**config.mk**
```make
export PLATFORM = sky130hd
export DESIGN_NAME = mips_run_controller
export DESIGN_NICKNAME = d
export VERILOG_FILES = /design/src/rtl/mips_debug_pkg.sv /design/src/rtl/mips_run_controller_sat_counter.sv /design/src/rtl/mips_run_controller.sv
export SDC_FILE = /design/constraint.sdc
export NUM_CORES = 1
export LEC_CHECK = 0
export ABC_AREA = 1
export CAP_MARGIN = 15
export CORE_MARGIN = 8
export CORE_UTILIZATION = 31
export CTS_CLUSTER_SIZE = 8
export DETAILED_ROUTE_END_ITERATION = 10
export GPL_ROUTABILITY_DRIVEN = 0
export PLACE_DENSITY_LB_ADDON = 0.1
export RECOVER_POWER = 50
export SKIP_CTS_REPAIR_TIMING = 1
export SYNTH_ARGS = -nofsm -noshare
export SYNTH_HDL_FRONTEND = slang
export SYNTH_SLANG_ARGS = --single-unit
```
**constraint.sdc**
```tcl
create_clock -name i_clock -period 3.95 [get_ports i_clock]
set_input_delay 0.395 -clock i_clock [delete_from_list [all_inputs] [get_ports i_clock]]
set_output_delay 0.395 -clock i_clock [all_outputs]
set_load 0.005 [all_outputs]
```
**src/rtl/mips_debug_pkg.sv**
```systemverilog
// Shared debug-frame command codes, FSM state encoding and default widths
// for the MIPS run controller.
package mips_debug_pkg;

  localparam int NB_CODE_DEFAULT        = 6;
  localparam int NB_CYCLE_COUNT_DEFAULT = 32;

  localparam logic [5:0] CODE_START    = 6'b000001;
  localparam logic [5:0] CODE_RESET    = 6'b000010;
  localparam logic [5:0] CODE_SET_MODE = 6'b001010;
  localparam logic [5:0] CODE_STEP     = 6'b100000;

  typedef enum logic [2:0] {
    ST_IDLE      = 3'd0,
    ST_RESETTING = 3'd1,
    ST_READY     = 3'd2,
    ST_RUN_CONT  = 3'd3,
    ST_STEP_WAIT = 3'd4,
    ST_STEP_EXEC = 3'd5,
    ST_HALTED    = 3'd6
  } state_t;

  function automatic logic is_enabled_state(input state_t s);
    return (s == ST_RUN_CONT) || (s == ST_STEP_EXEC);
  endfunction

  function automatic logic is_mode_change_state(input state_t s);
    return (s == ST_IDLE) || (s == ST_READY) || (s == ST_HALTED);
  endfunction

endpackage

```
**src/rtl/mips_run_controller_sat_counter.sv**
```systemverilog
// Saturating up-counter with synchronous clear; clear wins over enable.
module sat_counter #(
  parameter int WIDTH = 32
) (
  input  logic             i_clock,
  input  logic             i_reset,
  input  logic             i_clear,
  input  logic             i_enable,
  output logic [WIDTH-1:0] o_count
);

  logic [WIDTH-1:0] r_count;

  always_ff @(posedge i_clock or negedge i_reset) begin
    if (!i_reset) begin
      r_count <= '0;
    end else if (i_clear) begin
      r_count <= '0;
    end else if (i_enable && !(&r_count)) begin
      r_count <= r_count + WIDTH'(1);
    end
  end

  assign o_count = r_count;

endmodule

```
**src/rtl/mips_run_controller.sv**
```systemverilog
// Debug run controller: decodes edge-triggered debug commands and sequences
// reset, continuous run and single-step execution of the MIPS pipeline.
//
// state        | meaning
// IDLE         | after power-on reset, MIPS held in reset until RESET command
// RESETTING    | MIPS reset asserted for RESET_CYCLES cycles
// READY        | out of reset, waiting for START
// RUN_CONT     | pipeline enabled every cycle until HALT
// STEP_WAIT    | step mode, waiting for STEP
// STEP_EXEC    | single enabled cycle
// HALTED       | HALT retired; only RESET / SET_MODE accepted
module mips_run_controller
  import mips_debug_pkg::*;
#(
  parameter int NB_CODE        = NB_CODE_DEFAULT,
  parameter int NB_CYCLE_COUNT = NB_CYCLE_COUNT_DEFAULT,
  parameter int RESET_CYCLES   = 4
) (
  input  logic                      i_clock,
  input  logic                      i_reset,
  input  logic [NB_CODE-1:0]        i_instr_code,
  input  logic                      i_instr_valid,
  input  logic                      i_mode_sel,
  input  logic                      i_halt,
  output logic                      o_mips_enable,
  output logic                      o_mips_reset,
  output logic                      o_mode,
  output logic [2:0]                o_state,
  output logic [NB_CYCLE_COUNT-1:0] o_cycle_count,
  output logic                      o_done,
  output logic                      o_cmd_error
);

  localparam logic [3:0] RST_LOAD = 4'(RESET_CYCLES - 1);

  state_t     r_state;
  logic       r_prev_valid;
  logic [3:0] r_rst_cnt;
  logic       r_mode;
  logic       r_mips_enable;
  logic       r_mips_reset;
  logic       r_done;
  logic       r_cmd_error;

  state_t     w_next_state;
  logic       w_cmd_edge;
  logic       w_cmd_start;
  logic       w_cmd_reset;
  logic       w_cmd_mode;
  logic       w_cmd_step;
  logic       w_set_mode;
  logic       w_cmd_illegal;

  // Commands fire only on the rising edge of the frame valid flag.
  assign w_cmd_edge  = i_instr_valid && !r_prev_valid;
  assign w_cmd_start = w_cmd_edge && (i_instr_code == NB_CODE'(CODE_START));
  assign w_cmd_reset = w_cmd_edge && (i_instr_code == NB_CODE'(CODE_RESET));
  assign w_cmd_mode  = w_cmd_edge && (i_instr_code == NB_CODE'(CODE_SET_MODE));
  assign w_cmd_step  = w_cmd_edge && (i_instr_code == NB_CODE'(CODE_STEP));

  always_comb begin
    w_next_state  = r_state;
    w_set_mode    = 1'b0;
    w_cmd_illegal = 1'b0;
    if (w_cmd_reset) begin
      w_next_state = ST_RESETTING;
    end else begin
      w_set_mode    = w_cmd_mode && is_mode_change_state(r_state);
      w_cmd_illegal = (w_cmd_start && (r_state != ST_READY)) ||
                      (w_cmd_step  && (r_state != ST_STEP_WAIT)) ||
                      (w_cmd_mode  && !is_mode_change_state(r_state));
      case (r_state)
        ST_IDLE:      w_next_state = ST_IDLE;
        ST_RESETTING: if (r_rst_cnt == 4'd0) w_next_state = ST_READY;
        ST_READY:     if (w_cmd_start) w_next_state = r_mode ? ST_STEP_WAIT : ST_RUN_CONT;
        ST_RUN_CONT:  if (i_halt) w_next_state = ST_HALTED;
        ST_STEP_WAIT: if (w_cmd_step) w_next_state = ST_STEP_EXEC;
        ST_STEP_EXEC: w_next_state = i_halt ? ST_HALTED : ST_STEP_WAIT;
        ST_HALTED:    w_next_state = ST_HALTED;
        default:      w_next_state = ST_IDLE;
      endcase
    end
  end

  always_ff @(posedge i_clock or negedge i_reset) begin
    if (!i_reset) begin
      r_state       <= ST_IDLE;
      r_prev_valid  <= 1'b1;
      r_rst_cnt     <= 4'd0;
      r_mode        <= 1'b0;
      r_mips_enable <= 1'b0;
      r_mips_reset  <= 1'b1;
      r_done        <= 1'b0;
      r_cmd_error   <= 1'b0;
    end else begin
      r_state      <= w_next_state;
      r_prev_valid <= i_instr_valid;
      // A RESET while already resetting reloads the timer.
      if (w_cmd_reset) begin
        r_rst_cnt <= RST_LOAD;
      end else if ((r_state == ST_RESETTING) && (r_rst_cnt != 4'd0)) begin
        r_rst_cnt <= r_rst_cnt - 4'd1;
      end
      if (w_set_mode) begin
        r_mode <= i_mode_sel;
      end
      r_mips_enable <= is_enabled_state(w_next_state);
      r_mips_reset  <= (w_next_state == ST_IDLE) || (w_next_state == ST_RESETTING);
      r_done        <= (w_next_state == ST_HALTED) && (r_state != ST_HALTED);
      r_cmd_error   <= w_cmd_illegal;
    end
  end

  sat_counter #(
    .WIDTH (NB_CYCLE_COUNT)
  ) u_cycle_counter (
    .i_clock  (i_clock),
    .i_reset  (i_reset),
    .i_clear  (w_cmd_reset),
    .i_enable (r_mips_enable),
    .o_count  (o_cycle_count)
  );

  assign o_mips_enable = r_mips_enable;
  assign o_mips_reset  = r_mips_reset;
  assign o_mode        = r_mode;
  assign o_state       = r_state;
  assign o_done        = r_done;
  assign o_cmd_error   = r_cmd_error;

endmodule

```
# After elaboration in Yosys (flattened, before gate mapping)
# Index checks and enable logic that the tools add are counted.
# word_totals
ff_bits	45
output_inout_bits	40
word_cells	70
# op_classes
add_sub_neg	2
n_eq_ne	17
mux	14
reduce_logical	28
# ops
op	n
$mux W32	2
$add A32 B1 Y32 const B	1
$reduce_and A32 Y1	1
$mux W3	6
$pmux W3 S6	1
$eq A3 B3 Y1 const B	5
$logic_and A1 B1 Y1	12
$eq A3 B2 Y1 const B	3
$mux W4	2
$eq A3 B1 Y1 const B	2
$eq A6 B1 Y1 const B	1
$eq A6 B2 Y1 const B	1
$eq A6 B4 Y1 const B	1
$eq A6 B6 Y1 const B	1
$logic_not A3 Y1	2
$logic_or A1 B1 Y1	6
$ne A3 B3 Y1 const B	2
$logic_not A4 Y1	1
$reduce_bool A2 Y1	2
$reduce_bool A4 Y1	1
$sub A4 B1 Y4 const B	1
$logic_not A1 Y1	3
$ne A3 B2 Y1 const B	1
$mux W1	2
$mux W2	1

# Logic depth before layout (Yosys ltp)
# logic_depth
word_depth	8
mapped_depth	12
mapped_depth_nobuf	11

# Cells and area by module
# From an unflattened synthesis, not the netlist that was laid out.
# unflattened
hier_cells	466
area_unflattened_um2	3135.5
# by_module_without_submodules
module	instances	cells_per_inst	area_per_inst_um2	seq_area_each_um2
sat_counter	1	350	2242.2	800.8
mips_run_controller	1	116	893.4	327.8

# Least setup slack after synthesis
# Ideal clock, no wire load.
# synth_path
path_type	register to register
startpoint	register u_cycle_counter.r_count[0] (netlist: u_cycle_counter.o_count[0])
endpoint	register u_cycle_counter.r_count[3] (netlist: u_cycle_counter.o_count[3])
setup_ns	0.123
arrival_time_ns	1.553
t_required_ns	3.827
path_slack_ns	2.275
stages_incl_launch_ff	12
path_buffers	1
synth_period_minus_slack_ns	1.675
path_cell_list	dfrtp_1 > ha_1 > nand2_2 > nor2_4 > nand2_4 > nor2_8 > nand2_4 > nand2_2 > nand2_2 > buf_2 > nand2_1 > o21ai_1
# synth_between
elab_chain_cells	4
word_cells_on_any_way	7
cone_classes	add/sub (1); mux (2); reduce/logical (4)
# synth_rtl
element	line	source
start, declared	mips_run_controller_sat_counter.sv:12	logic [WIDTH-1:0] r_count;
start signal, assigned	mips_run_controller_sat_counter.sv:20	r_count <= r_count + WIDTH'(1);
parallel branches: the longest is 4 deep, another holds $add A32 B1 Y32	n/a	
# Several ways; the timed one is not identified. The select of a mux whose other input is x is not followed.
# A chain may end at the register's enable or synchronous reset.

# Final worst setup path
# layout_path
startpoint	input port i_instr_valid
endpoint	register r_done (netlist: o_done)
# layout_between
elab_chain_cells	7
word_cells_on_any_way	10
cone_classes	eq/ne (1); mux (4); reduce/logical (5)
# layout_rtl
element	line	source
start, declared	mips_run_controller.sv:22	input logic i_instr_valid,
$logic_and A1 B1 Y1 (*)	mips_run_controller.sv:55	assign w_cmd_edge = i_instr_valid && !r_prev_valid;
$logic_and A1 B1 Y1 (on tied branches)	mips_run_controller.sv:59, mips_run_controller.sv:56	
$mux W3 (on tied branches)	mips_run_controller.sv:77, mips_run_controller.sv:75	
$pmux W3 S6	mips_run_controller.sv:72	case (r_state)
$mux W3 (*)	mips_run_controller.sv:65	if (w_cmd_reset) begin
net w_next_state[2]	mips_run_controller.sv:45	state_t w_next_state;
$eq A3 B3 Y1 (*)	mips_run_controller.sv:109	r_done <= (w_next_state == ST_HALTED) && (r_state != ST_HALTED);
$logic_and A1 B1 Y1 (*)	mips_run_controller.sv:109	
end signal, assigned	mips_run_controller.sv:109	
end, declared	mips_run_controller.sv:42	logic r_done;
# The timed path passes the listed nets; every way through them passes the cells marked *.

==> results.ini <==
[power_and_ir_drop]
peakVddDrop_v = 0.000116
comb_power_share_pct = 23.6
p_int_uw = 794
power_frac_seq_pct = 50.5
swShare_pct = 31.6
p_clk_share_pct = 25.9
leakagePower_uw = 0.00181
cellPowerDensity_mw_per_mm2 = 313
p_sw_uw = 367

[timing]
grt_setup_unrepaired = no
fin_crit_ps = 2420
drv_slew = 0
fmax_mhz = 413
slew_headroom_pct = 5.43
setup_tns_ps = 0
skew_ps = 5.38
hold_ws_ps = 249
hold_viol = 0
tightest_slew_ps = 1420
setup_violations = 0
period_share_pct = 61.3

[drt]
drc = 0
firstDrtPassIters = 4
wl_mm = 8.23
vias_per_cell = 4.51
ant_nets = 0
wire_per_inst_um = 12.7
drt_iter0_drc = 102
vias = 2915

[setup_path]
worstPathMaxFanout = 32
crit_path_end_kind = register
required_ps = 4190
timing.critical_path.from_type = input pin
reg2reg_slack_ps = 1660
crit_type = in2reg
path_cells = dlygate4sd3_1, nand3_1, nor2_1, nand2_2, clkinv_1, a21oi_1, nand2_1, nor2_1
slowest_delay_ps = 570
path_common_cell = nor2_1
worstPathArrival_ps = 2660
slowest_stage = dlygate4sd3_1

[logic_synthesis]
syn_avg_cell_area_sq_um = 6.49
synthArstFlopShare_pct = 100
synth-seq-cells = 45
syn_area_sq_mm = 0.00300
syn_inst = 462
synth_edf_count = 0
syn-num-nets = 476
yosys_most_used_dff = dfrtp_1
synthDistinctLibCells = 33
synthTopCellsByArea = dfrtp_1 (36%), nand2_1 (23%), nor2_1 (9.1%), nand3_1 (6.0%), inv_1 (5.8%)
synth_warnings = 0
ys_seq_area_share_pct = 37.6
yosysTopAreaCell = dfrtp_1
yosys.area.top_type_share_pct = 35.9

[placement]
dpl.hpwl_mm = 6.42
io_buffers = 50
dpl_cell_area_sq_mm = 0.00362

[cells_and_area]
areaGrowthSynthToFinish_pct = 23.7
final_common_cell = nand2_1
fin_area_sq_mm = 0.00371
fin_nets = 526
drive_above_1_share_pct = 5.07
layout_common_cells = nand2_1 (180), nor2_1 (73), inv_1 (46)
diodes = 0

[clock_tree]
htree_levels = 2
clk_pin_slew_ps = 90
cts_root_buf = clkbuf_8
clk_path_buf_depth = 2
clk_latency_ps = 300
cts_buffers = 5
cts_sinks = 45
cts_tree = yes

[worst_hold_path]
hold_class = in2async

[global_routing]
globalRouteOverflowTotal = 0
antenna_found_initial = 0
grt_pass1_wl_mm = 14.1
grt_max_degree = 46
grt_use_total_pct = 13.5
grt_pass1_vias = 2897

[die]
rows = 36
ios = 51
die_x_um = 114
core_sq_mm = 0.00959
initial_utilization_pct = 31.3
die-area_sq_mm = 0.0131
die_h_um = 114

[run]
drv_cap = 0

[run_status]
status = finished, final reports clean

==> cell usage after synthesis (3+ instances only) <==
cell        n
or2_2       3
nand2_1   180
clkbuf_1    3
nand2_2     5
nor2_2      3
inv_1      46
xor2_1     10
o21ai_0     5
nand4_1    17
nor3_1      6
nor2_1     73
ha_1        3
dfrtp_1    43
a21oi_1     4
nand3_1    36
==> cells by family after synthesis <==
kind of cell	synth area share (%)
flops	37.6
xor+xnor	3.21
simple gates	47.2
compound gates	2.67
fa+ha+maj	1.25
buf+inv	8.01
==> power by group through the flow <==
stage | Combinational [uW] | Clock [uW] | Sequential [uW]
floorplan | 142 | 0 | 582
global placement | 291 | 0 | 599
detailed placement | 292 | 0 | 599
CTS | 293 | 316 | 591
global route | 313 | 334 | 601
finish | 274 | 301 | 586
==> layout make-up <==
| cell class | count | area [sq um] |
|---|---|---|
| fill | 1061 | 5880 |
| multi-input combinational | 359 | 1630 |
| sequential | 45 | 1130 |
| timing repair buffer | 52 | 505 |
| inverter | 49 | 189 |
| tap | 133 | 166 |
| clock buffer | 8 | 90.1 |
==> flip-flops by register name, summed over array words and instances (netlist names) <==
register                 flops
o_mips_enable                1
o_cmd_error                  1
u_cycle_counter.o_count     32
r_rst_cnt                    4
o_done                       1
o_mips_reset                 1
o_state                      3
o_mode                       1
r_prev_valid                 1
==> worst max-delay path, delay by kind of cell <==
| kind | cells | cell delay, ps |
|---|---|---|
| buf+inv | 2 | 1030 |
| simple gates | 5 | 910 |
| compound gates | 1 | 320 |
==> path summary, 6_finish.rpt <==
path                                           from                                       to  cells past startpoint
max                                   i_instr_valid                         o_done$_DFF_PN0_                      8
min                                         i_reset   u_cycle_counter.o_count[1]$_DFFE_PN0P_                      1
max reg2reg                  r_prev_valid$_DFF_PN1_                         o_done$_DFF_PN0_                      8
min reg2reg                r_rst_cnt[1]$_DFFE_PN0P_                 r_rst_cnt[1]$_DFFE_PN0P_                      2
max in group asynchronous                   i_reset  u_cycle_counter.o_count[16]$_DFFE_PN0P_                      2
min in group i_clock       r_rst_cnt[1]$_DFFE_PN0P_                 r_rst_cnt[1]$_DFFE_PN0P_                      2
==> stage by stage <==
step | worst slack (ps) | instances | power [uW] | utilization [%]
global placement | 1270 | 637 | 890 | 37.7
finish | 1530 | 646 | 1160 | 38.7
global route | 1310 | 646 | 1250 | 38.7
floorplan | 2270 | 462 | 724 | -
CTS | 1560 | 645 | 1200 | 38.7
detailed placement | 1220 | 637 | 890 | 37.7
==> metal layers <==
metal / vias to the layer above / wire, um / GRT usage (%)
met3: 8 / 449 / 3.22
li1: 1543 / - / -
met4: 0 / 89 / 3.99
met1: 1312 / 3680 / 16.1
met2: 52 / 4010 / 23.4
met5: - / 0 / 0
Power figures use the tool's default switching activity.
